==> config.mk <==
export PLATFORM = sky130hd
export DESIGN_NAME = iic_target
export DESIGN_NICKNAME = d
export VERILOG_FILES = /design/src/rtl/iic_target.sv
export SDC_FILE = /design/constraint.sdc
export NUM_CORES = 1
export LEC_CHECK = 0
export BUFFER_PORTS_ARGS = -buffer_cell sky130_fd_sc_hd__buf_2
export CORE_ASPECT_RATIO = 2
export CORE_UTILIZATION = 27
export CTS_BUF_LIST = sky130_fd_sc_hd__clkbuf_8
export CTS_CLUSTER_SIZE = 10
export DETAILED_ROUTE_END_ITERATION = 7
export GPL_TIMING_DRIVEN = 1
export PLACE_DENSITY = 0.42
export SYNTH_ARGS = -nofsm -noshare
export SYNTH_HDL_FRONTEND = slang
export SYNTH_SLANG_ARGS = --single-unit
==> constraint.sdc <==
create_clock -name clk -period 2.65 [get_ports clk]
set_clock_uncertainty 0.05 [all_clocks]
set_input_delay 0.53 -clock clk [delete_from_list [all_inputs] [get_ports clk]]
set_output_delay 0.53 -clock clk [all_outputs]
set_load 0.005 [all_outputs]
==> src/rtl/iic_target.sv <==
// I2C target: synchronizes SCL/SDA, detects START/STOP, matches a 7-bit address,
// streams written bytes out and serves read bytes on request. Optional input
// glitch filter is enabled with `define IIC_TARGET_GLITCH_FILTER_EN.
module iic_target #(
    parameter logic [6:0]  ADDR       = 7'h50,
    parameter int unsigned FILTER_LEN = 4
) (
    input  logic       clk,
    input  logic       reset,
    input  logic       scl_i,
    input  logic       sda_i,
    output logic       sda_oe,
    output logic [7:0] rx_data,
    output logic       rx_valid,
    output logic       rx_first,
    output logic       tx_req,
    input  logic [7:0] tx_data,
    output logic       start_det,
    output logic       stop_det,
    output logic       busy,
    output logic [2:0] state_dbg
);

    typedef enum logic [2:0] {
        S_IDLE     = 3'd0,
        S_ADDR     = 3'd1,
        S_ADDR_ACK = 3'd2,
        S_WR_DATA  = 3'd3,
        S_WR_ACK   = 3'd4,
        S_RD_DATA  = 3'd5,
        S_RD_ACK   = 3'd6,
        S_IGNORE   = 3'd7
    } state_e;

    if (FILTER_LEN < 1) begin : g_bad_filter_len
        $error("FILTER_LEN must be at least 1");
    end

    // Handshakes: rx_valid is a one-cycle strobe with no backpressure; tx_req is a
    // one-cycle strobe and tx_data is captured on the same clock edge that ends it.

    logic scl_s1_q, scl_s2_q, sda_s1_q, sda_s2_q;
    logic scl_f, sda_f;
    logic scl_prev_q, sda_prev_q;

    always_ff @(posedge clk) begin
        if (reset) begin
            scl_s1_q <= 1'b1;
            scl_s2_q <= 1'b1;
            sda_s1_q <= 1'b1;
            sda_s2_q <= 1'b1;
        end else begin
            scl_s1_q <= scl_i;
            scl_s2_q <= scl_s1_q;
            sda_s1_q <= sda_i;
            sda_s2_q <= sda_s1_q;
        end
    end

`ifdef IIC_TARGET_GLITCH_FILTER_EN
    localparam int CW = $clog2(FILTER_LEN + 1);
    logic [CW-1:0] scl_cnt_q, sda_cnt_q;
    logic          scl_flt_q, sda_flt_q;

    // A line's filtered value flips only after FILTER_LEN consecutive disagreeing samples.
    always_ff @(posedge clk) begin
        if (reset) begin
            scl_flt_q <= 1'b1;
            sda_flt_q <= 1'b1;
            scl_cnt_q <= '0;
            sda_cnt_q <= '0;
        end else begin
            if (scl_s2_q == scl_flt_q) begin
                scl_cnt_q <= '0;
            end else if (scl_cnt_q == CW'(FILTER_LEN - 1)) begin
                scl_flt_q <= scl_s2_q;
                scl_cnt_q <= '0;
            end else begin
                scl_cnt_q <= scl_cnt_q + 1'b1;
            end
            if (sda_s2_q == sda_flt_q) begin
                sda_cnt_q <= '0;
            end else if (sda_cnt_q == CW'(FILTER_LEN - 1)) begin
                sda_flt_q <= sda_s2_q;
                sda_cnt_q <= '0;
            end else begin
                sda_cnt_q <= sda_cnt_q + 1'b1;
            end
        end
    end

    assign scl_f = scl_flt_q;
    assign sda_f = sda_flt_q;
`else
    assign scl_f = scl_s2_q;
    assign sda_f = sda_s2_q;
`endif

    always_ff @(posedge clk) begin
        if (reset) begin
            scl_prev_q <= 1'b1;
            sda_prev_q <= 1'b1;
        end else begin
            scl_prev_q <= scl_f;
            sda_prev_q <= sda_f;
        end
    end

    logic scl_rise, scl_fall, start_cond, stop_cond;
    assign scl_rise   = scl_f & ~scl_prev_q;
    assign scl_fall   = ~scl_f & scl_prev_q;
    assign start_cond = scl_f & ~sda_f & sda_prev_q;
    assign stop_cond  = scl_f & sda_f & ~sda_prev_q;

    state_e      state_q, state_d;
    logic [3:0]  bit_cnt_q, bit_cnt_d;
    logic [6:0]  shift_q, shift_d;
    logic [6:0]  tx_shift_q, tx_shift_d;
    logic        rw_q, rw_d;
    logic        first_q, first_d;
    logic        sda_oe_q, sda_oe_d;
    logic [7:0]  rx_data_q, rx_data_d;
    logic        rx_valid_q, rx_valid_d;
    logic        rx_first_q, rx_first_d;
    logic        start_det_q, start_det_d;
    logic        stop_det_q, stop_det_d;
    logic        busy_q, busy_d;
    logic        tx_load;

    always_ff @(posedge clk) begin
        if (reset) begin
            state_q     <= S_IDLE;
            bit_cnt_q   <= 4'd0;
            shift_q     <= 7'd0;
            tx_shift_q  <= 7'd0;
            rw_q        <= 1'b0;
            first_q     <= 1'b0;
            sda_oe_q    <= 1'b0;
            rx_data_q   <= 8'h00;
            rx_valid_q  <= 1'b0;
            rx_first_q  <= 1'b0;
            start_det_q <= 1'b0;
            stop_det_q  <= 1'b0;
            busy_q      <= 1'b0;
        end else begin
            state_q     <= state_d;
            bit_cnt_q   <= bit_cnt_d;
            shift_q     <= shift_d;
            tx_shift_q  <= tx_shift_d;
            rw_q        <= rw_d;
            first_q     <= first_d;
            sda_oe_q    <= sda_oe_d;
            rx_data_q   <= rx_data_d;
            rx_valid_q  <= rx_valid_d;
            rx_first_q  <= rx_first_d;
            start_det_q <= start_det_d;
            stop_det_q  <= stop_det_d;
            busy_q      <= busy_d;
        end
    end

    always_comb begin
        state_d     = state_q;
        bit_cnt_d   = bit_cnt_q;
        shift_d     = shift_q;
        tx_shift_d  = tx_shift_q;
        rw_d        = rw_q;
        first_d     = first_q;
        sda_oe_d    = sda_oe_q;
        rx_data_d   = rx_data_q;
        rx_valid_d  = 1'b0;
        rx_first_d  = 1'b0;
        start_det_d = 1'b0;
        stop_det_d  = 1'b0;
        busy_d      = busy_q;
        tx_load     = 1'b0;

        // Bus conditions take priority over whatever the byte engine is doing.
        if (start_cond) begin
            state_d     = S_ADDR;
            bit_cnt_d   = 4'd0;
            sda_oe_d    = 1'b0;
            start_det_d = 1'b1;
            busy_d      = 1'b1;
        end else if (stop_cond) begin
            state_d    = S_IDLE;
            sda_oe_d   = 1'b0;
            stop_det_d = 1'b1;
            busy_d     = 1'b0;
        end else begin
            case (state_q)
                S_ADDR: begin
                    if (scl_rise && bit_cnt_q < 4'd8) begin
                        shift_d   = {shift_q[5:0], sda_f};
                        bit_cnt_d = bit_cnt_q + 4'd1;
                        if (bit_cnt_q == 4'd7) begin
                            rw_d = sda_f;
                            if (shift_q != ADDR) begin
                                state_d = S_IGNORE;
                            end
                        end
                    end else if (scl_fall && bit_cnt_q == 4'd8) begin
                        sda_oe_d = 1'b1;
                        state_d  = S_ADDR_ACK;
                    end
                end
                S_ADDR_ACK: begin
                    if (scl_fall) begin
                        bit_cnt_d = 4'd0;
                        if (!rw_q) begin
                            sda_oe_d = 1'b0;
                            first_d  = 1'b1;
                            state_d  = S_WR_DATA;
                        end else begin
                            tx_load    = 1'b1;
                            tx_shift_d = tx_data[6:0];
                            sda_oe_d   = ~tx_data[7];
                            state_d    = S_RD_DATA;
                        end
                    end
                end
                S_WR_DATA: begin
                    if (scl_rise && bit_cnt_q < 4'd8) begin
                        shift_d   = {shift_q[5:0], sda_f};
                        bit_cnt_d = bit_cnt_q + 4'd1;
                        if (bit_cnt_q == 4'd7) begin
                            rx_data_d  = {shift_q, sda_f};
                            rx_valid_d = 1'b1;
                            rx_first_d = first_q;
                            first_d    = 1'b0;
                        end
                    end else if (scl_fall && bit_cnt_q == 4'd8) begin
                        sda_oe_d = 1'b1;
                        state_d  = S_WR_ACK;
                    end
                end
                S_WR_ACK: begin
                    if (scl_fall) begin
                        sda_oe_d  = 1'b0;
                        bit_cnt_d = 4'd0;
                        state_d   = S_WR_DATA;
                    end
                end
                S_RD_DATA: begin
                    // Bit 7 went out on entry; seven more falls shift out bits 6..0.
                    if (scl_fall) begin
                        if (bit_cnt_q == 4'd7) begin
                            sda_oe_d = 1'b0;
                            state_d  = S_RD_ACK;
                        end else begin
                            sda_oe_d   = ~tx_shift_q[6];
                            tx_shift_d = {tx_shift_q[5:0], 1'b0};
                            bit_cnt_d  = bit_cnt_q + 4'd1;
                        end
                    end
                end
                S_RD_ACK: begin
                    if (scl_rise && sda_f) begin
                        state_d = S_IGNORE;
                    end else if (scl_fall) begin
                        tx_load    = 1'b1;
                        tx_shift_d = tx_data[6:0];
                        sda_oe_d   = ~tx_data[7];
                        bit_cnt_d  = 4'd0;
                        state_d    = S_RD_DATA;
                    end
                end
                default: begin
                end
            endcase
        end
    end

    always_comb begin
        sda_oe    = sda_oe_q;
        rx_data   = rx_data_q;
        rx_valid  = rx_valid_q;
        rx_first  = rx_first_q;
        tx_req    = tx_load & ~reset;
        start_det = start_det_q;
        stop_det  = stop_det_q;
        busy      = busy_q;
        state_dbg = state_q;
    end

endmodule
== Word level (Yosys, flattened, before mapping) ==
Cells that the tools add are included.
Operators by class
  $add $sub $neg: 1
  $lt $le $gt $ge: 1
  equality and inequality tests: 39
  multiplexer cells: 56
  bitwise logic cells: 19
  reduce and logical (&&, ||, !) cells: 25
Operator list (number)
  two-way mux 7 bit: 6
  two-way mux 3 bit: 13
  != test 2 bit, second input constant: 14
  two-way mux 1 bit: 26
  != test 4 bit, second input constant: 6
  AND reduction 11 bit: 2
  case mux 7 bit (3 select lines): 1
  two-way mux 4 bit: 5
  != test 5 bit, second input constant: 4
  case mux 3 bit (6 select lines): 1
  case mux 4 bit (4 select lines): 1
  != test 3 bit, second input constant: 4
  NOT 1 bit: 12
  AND reduction 5 bit: 2
  == test 3 bit, second input constant: 3
  AND reduction 9 bit: 1
  AND reduction 8 bit: 1
  nonzero test 8 bit: 1
  bitwise AND 1 bit: 7
  != test 7 bit, second input constant: 1
  AND reduction 7 bit: 1
  == test 3 x 2 -> 1 bit, second input constant: 2
  AND reduction 6 bit: 1
  nonzero test 6 bit: 1
  18 further kinds: 25
Storage, ports and cells
  bits in registers: 43
  word-level logic and storage cells: 161

== Longest topological paths before layout ==
Gate-level depths: netlist of the first run.
  depth in word-level cells: 8
  gate-level depth with buffers: 9
  depth with buffers taken out: 7

== Least setup slack after synthesis of the first run ==
No wires, ideal clock.
  kind: flip-flop to output port
  start: reg sda_prev_q
  end: out tx_req
  data arrival time: 1.524 ns
  data required time: 2.070 ns
  path slack: 0.546 ns
  cell stages (with the launch flop): 6
  buffers on the path: 1
  path through: dfxtp_1 xor2_1 and2_1 buf_2 or2_2 a2111oi_0
Between the ends
  longest elaborated chain between the ends: 5
  elaborated cells between the ends (all ways): 6
  those cells by class: mux (2); bitwise (4)
Ends and longest elaborated chain
  start, declared: RTL line 44  | logic scl_prev_q, sda_prev_q;
  start signal, assigned: RTL line 102  | sda_prev_q <= 1'b1;
  start signal, assigned: RTL line 105  | sda_prev_q <= sda_f;
  NOT 1 bit: RTL line 113  | assign stop_cond = scl_f & sda_f & ~sda_prev_q;
  bitwise AND 1 bit: RTL line 113
  two-way mux 1 bit: RTL line 185  | end else if (stop_cond) begin
  two-way mux 1 bit (*): RTL line 179  | if (start_cond) begin
  bitwise AND 1 bit (*): RTL line 279  | tx_req = tx_load & ~reset;
  end, declared: RTL line 16  | output logic tx_req,
Every way passes the cells marked *; elsewhere a longest branch is shown, timed or not.

== Worst setup path in the final report of the first run ==
Same ends and word-level chain as after synthesis.

==> results.toml, run 1 <==
[final_layout]
finalNonFillerCells = 378
fin_nets = 299
antenna_cells = 0
layout_common_cells = "43 x dfxtp_1, 32 x nor2_1, 29 x buf_2"
synthToLayoutAreaGrowth_pct = 16.7
seq_area_um2 = 861
final_common_cell = "dfxtp_1"
multi_input_area_um2 = 1260
finalCoreUtilization = 0.326
fill_cells = 861
drive_gt1_frac = 0.230

[placed_design]
place_ws_ns = 0.389
dp_cells = 370
portBuffers = 29
place_congestion = 0.821
dp_hpwl_mm = 4.57

[sta]
maxSlewViolCount = 0
max_freq_ghz = 0.410
fin_tns_setup_ns = 0
slew_headroom = 0.637
hold_violations = 0
fin_crit_ns = 2.44
rsz0062_at_grt = "false"
worst_pin_slew_ns = 0.543
finalWorstSetupSlack_ns = 0.208
fin_crit_sh = 0.921
setup_viol = 0

[setup_path]
critPathSlowestCell = "a2111oi_0"
critical_path_required_ns = 2.07
r2r_cells = 7
cp-start-kind = "flip-flop"
critPathArrivalTime_ns = 1.86
path_max_fanout = 5
worst-path-stages = 5
cpPeakStageDelay_ns = 0.38
crit_path_end_kind = "output port"
cp_cell_sequence = "xor2_1, and2_1, or2_2, a2111oi_0, buf_2"
critical-path-top-delay-family = "simple AND/OR/NAND/NOR gates"
worstSetupPathType = "flip-flop to output port"
critPathBufInv = 1

[power_and_ir_drop]
seq_power_share = 0.375
powerDensity_nw_per_um2 = 745
power_frac_comb = 0.311
ir_drop_v = 0.000486
p_switching_mw = 0.656
internal-power_mw = 1.29
pwr-share-clk = 0.314
p_sw_frac = 0.337
leakagePower_nw = 0.971

[synth]
synthFlopType = "dfxtp_1"
syn_avg_cell_area_um2 = 8.88
yosysUniqueCellTypes = 57
synthCells = 252
syn_nets = 270
synth.cell_area_um2 = 2240
ys_seq_elements = 43
yosysTopAreaCellShare = 0.385
synth.area.top_cells = "dfxtp_1 38%, mux2i_1 8.0%, nor2_1 5.4%"
synth_edf_count = 0
async_flop_share = 0
yosys.area.top_type = "dfxtp_1"
synth-seq-area-share = 0.385
yosys_warnings = 0

[hold_path]
hp-class = "input port to flip-flop"
whs_path_depth = 2

[route]
viasPerCell = 5.09
wl_mm = 6.11
routedWlPerCell_um = 16.2
dr.pass1.iters = 4
vias = 1923
drc = 0
drt_iter0_drc = 66
final_antenna_net_count = 0

[die]
fp.coreArea_um2 = 8000
boundaryPins = 30
start_util = 0.280
die-width_um = 66.4
die_area_um2 = 8680
die_h_um = 131
num_rows = 46

[cts]
cts_tree = "done"
cts.sinks = 43
cts_setup_buffers = 0
cts.hold.buffers_added = 0
insertion_delay_ns = 0.30
htree_levels = 2
cts-root-buf = "clkbuf_8"
cts_buffer_depth = 2
path_clk_slew_ns = 0.09
cts_made_buffers = 5
post_cts_resized = 0

[grt]
grt_use_total = 0.156
antenna_found_initial = 0
grt_pass1_wl_mm = 9.94
grt_pass1_vias = 1959
grt_max_degree = 37
gr-total-overflow = 0

[job]
maxCapViolations = 0

[outcome]
status = "complete, no violations"
[cells by family (layout without fill, tap and decap cells)]
kind of cell             count (synthesis)  after routing  share of synthesized area
adder cells (fa/ha/maj)                  6              6                     0.0335
XOR/XNOR                                 1              1                    0.00391
AO/OA/AOI/OAI                           58             58                      0.201
buffers and inverters                   25             55                     0.0531
flip-flops                              43             43                      0.385
multiplexers                            18             18                     0.0805
AND/OR/NAND/NOR                        101            101                      0.243
[worst paths after layout]
path                              startpoint            to  slack, ns
worst max-delay path              sda_prev_q        tx_req       0.21
worst min-delay path                   scl_i      scl_s1_q       0.35
worst max register to register  state_dbg[1]  bit_cnt_q[2]       0.40
worst min register to register      sda_s1_q         sda_f       0.36
[through the flow]
stage	area, um^2	total power, mW	hold slack (ns)
final	2610	1.95	0.349
after global routing	2610	2.07	0.351
after CTS	2610	1.97	0.332
after detailed placement	2480	1.35	0.347
after global placement	2480	1.35	0.346
after floorplan	2240	1.17	0.339
[synthesized netlist by cell type, drive strengths merged (4+ instances only)]
master  number
a21oi       15
o21ai        6
o31ai        4
ha           6
dfxtp       43
or4          4
clkbuf       7
nor3         9
buf          7
mux2i       18
or2          8
a311oi       6
nor3b        4
nand2       21
nor2        32
inv         11
nand3        5
nand2b       7
[final cells by class]
class / count / share of cell area
Multi-Input combinational cell: 184 / 0.482
Sequential cell: 43 / 0.330
Timing Repair Buffer: 36 / 0.0757
Tap cell: 96 / 0.0460
Clock buffer: 5 / 0.0264
Clock inverter: 3 / 0.0244
Inverter: 11 / 0.0158
[power groups by stage]
stage | Clock (mW) | Combinational (mW) | Sequential (mW)
after floorplan | 0 | 0.449 | 0.725
after global placement | 0 | 0.608 | 0.743
after detailed placement | 0 | 0.600 | 0.746
after CTS | 0.637 | 0.604 | 0.730
after global routing | 0.661 | 0.671 | 0.737
final | 0.612 | 0.605 | 0.730
[routing by layer]
layer	vias up	global-route usage	part of all wire
met5	-	0	0
met1	902	0.157	0.38
met3	19	0.0295	0.030
met2	49	0.276	0.54
met4	0	0.115	0.053
li1	953	-	-
[flip-flops by register name, indices dropped and copies added (netlist names), 3 cells and up]
| signal | count |
|---|---|
| tx_shift_q | 7 |
| shift_q | 7 |
| bit_cnt_q | 4 |
| state_dbg | 3 |
| rx_data | 8 |
(Power assumes the default switching activity.)
==> inputs of run 2 (changes only) <==
BUFFER_PORTS_ARGS = not set   (was -buffer_cell sky130_fd_sc_hd__buf_2)
DONT_BUFFER_PORTS = 1   (was not set)
PLACE_DENSITY = 0.39   (was 0.42)
==> results.toml, run 2 (same netlist as run 1, synthesis figures left out) <==
[setup_path]
crit_path_end_kind = "output port"
rr_startpoint = "state_dbg[1]"
worstSetupPathType = "flip-flop to output port"
cp-start-kind = "flip-flop"
path_max_fanout = 5
reg2reg_to = "bit_cnt_q[2]"
endpoint = "tx_req"
r2r_slack_ns = 0.30
cp_common_cell = "buf_4"
cp_cell_sequence = "xor2_1, and2_1, or2_2, a2111oi_2, buf_4, buf_4"
critPathArrivalTime_ns = 1.96
critPathSlowestCell = "or2_2"
r2r_cells = 7
crit_path_start = "sda_prev_q"
critical_path_required_ns = 2.07
cpPeakStageDelay_ns = 0.36

[grt]
grt_max_degree = 38
grt_pass1_vias = 1844
grt_use_total = 0.153
grt_pass1_wl_mm = 9.63
gr-total-overflow = 0
antenna_found_initial = 0

[route]
viasPerCell = 5.26
vias = 1879
drt_iter0_drc = 97
routedWlPerCell_um = 17.3
wl_mm = 6.18
dr.pass1.iters = 4
final_antenna_net_count = 0
drc = 0

[sta]
whs_ns = 0.242
rsz0062_at_grt = "false"
fin_crit_sh = 0.957
max_freq_ghz = 0.394
maxSlewViolCount = 0
setup_viol = 0
worst_pin_slew_ns = 0.487
fin_crit_ns = 2.54
slew_headroom = 0.675
hold_violations = 0
fin_tns_setup_ns = 0

[placed_design]
placed_area_um2 = 2400
dp_hpwl_mm = 4.57
portBuffers = 0
dp_cells = 350
place_congestion = 0.846

[die]
start_util = 0.280
die_h_um = 131
fp.coreArea_um2 = 8000
num_rows = 46
die_area_um2 = 8680
die-width_um = 66.4
boundaryPins = 30

[cts]
cts_made_buffers = 5
cts.hold.buffers_added = 0
cts.sinks = 43
path_clk_slew_ns = 0.08
cts_tree = "done"
cts_buffer_depth = 2
htree_levels = 2
insertion_delay_ns = 0.30
cts-root-buf = "clkbuf_8"

[final_layout]
final_area_um2 = 2510
finalNonFillerCells = 357
final_common_cell = "dfxtp_1"
synthToLayoutAreaGrowth_pct = 12.4
antenna_cells = 0
largest_reg_flops = 8
layout_common_cells = "42 x dfxtp_1, 32 x nor2_1, 19 x nand2_1"
drive_gt1_frac = 0.180
fin_nets = 279
fill_cells = 857

[outcome]
status = "complete, no violations"

[power_and_ir_drop]
power_mw = 1.82
leakagePower_nw = 0.850
ir_drop_v = 0.000367
power_frac_comb = 0.319
pwr-share-clk = 0.279
seq_power_share = 0.402
p_sw_frac = 0.344
internal-power_mw = 1.19
p_switching_mw = 0.626
powerDensity_nw_per_um2 = 723

[hold_path]
hp-class = "input port to flip-flop"

[job]
maxCapViolations = 0
run 2: cell count changes in the layout (fill, tap and decap cells not counted), sizes merged:
| cell | previous run | this run |
|---|---|---|
| inv | 12 | 11 |
| bufinv | 2 | 1 |
| clkinvlp | 0 | 1 |
| buf | 36 | 16 |
run 2: critical path, delay by kind of cell, from the launching register on:
kind                      cells  cell delay, ns
DFF                           1            0.35
xor gates and xnor gates      1            0.18
AOI/OAI and AO/OA             1            0.33
and+or+nand+nor               2            0.54
buffers and inverters         2            0.25
run 2: final cells by class:
type / instances / area (um^2) / area share
Multi-Input combinational cell: 184 / 1260 / 0.503
Sequential cell: 43 / 862 / 0.343
Timing Repair Buffer: 16 / 120 / 0.0478
Tap cell: 96 / 120 / 0.0478
Clock buffer: 5 / 68.8 / 0.0274
Inverter: 11 / 41.3 / 0.0164
Clock inverter: 2 / 37.5 / 0.0149
run 2: routing by layer:
| layer | GRT usage | vias to the layer above | wire length, um |
|---|---|---|---|
| li1 | - | 916 | - |
| met1 | 0.150 | 902 | 2380 |
| met2 | 0.284 | 47 | 3320 |
| met3 | 0.0321 | 14 | 206 |
| met4 | 0.0914 | 0 | 274 |
| met5 | 0 | - | 0 |
run 2: what timing repair did:
item                                    CTS  global route
endpoints found under the setup margin    1             0
buffers inserted                          0             0
resized for setup                         3             0
run 2: worst min-delay path by stage:
| stage | from | end | cells after the start |
|---|---|---|---|
| after floorplan | scl_s1_q | scl_f | 1 |
| after detailed placement | sda_s1_q | sda_f | 1 |
| after global routing | reset | shift_q[6] | 1 |
| after CTS | reset | tx_shift_q[5] | 1 |
| final | reset | first_q | 1 |
| after global placement | sda_s1_q | sda_f | 1 |
run 2: per-stage QoR:
stage / util / setup WS, ns
2_1_floorplan: - / 0.546
3_3_place_gp: 0.300 / 0.183
3_5_place_dp: 0.300 / 0.153
4_1_cts: 0.314 / 0.0430
5_1_grt: 0.314 / 0.0426
6_report: 0.314 / 0.114
run 2: power groups by stage:
| stage | Combinational [mW] | Sequential, mW | Clock, mW |
|---|---|---|---|
| 6_report | 0.580 | 0.731 | 0.507 |
| 5_1_grt | 0.640 | 0.738 | 0.558 |
| 4_1_cts | 0.579 | 0.731 | 0.533 |
| 3_5_place_dp | 0.574 | 0.746 | 0 |
| 3_3_place_gp | 0.577 | 0.745 | 0 |
| 2_1_floorplan | 0.449 | 0.725 | 0 |
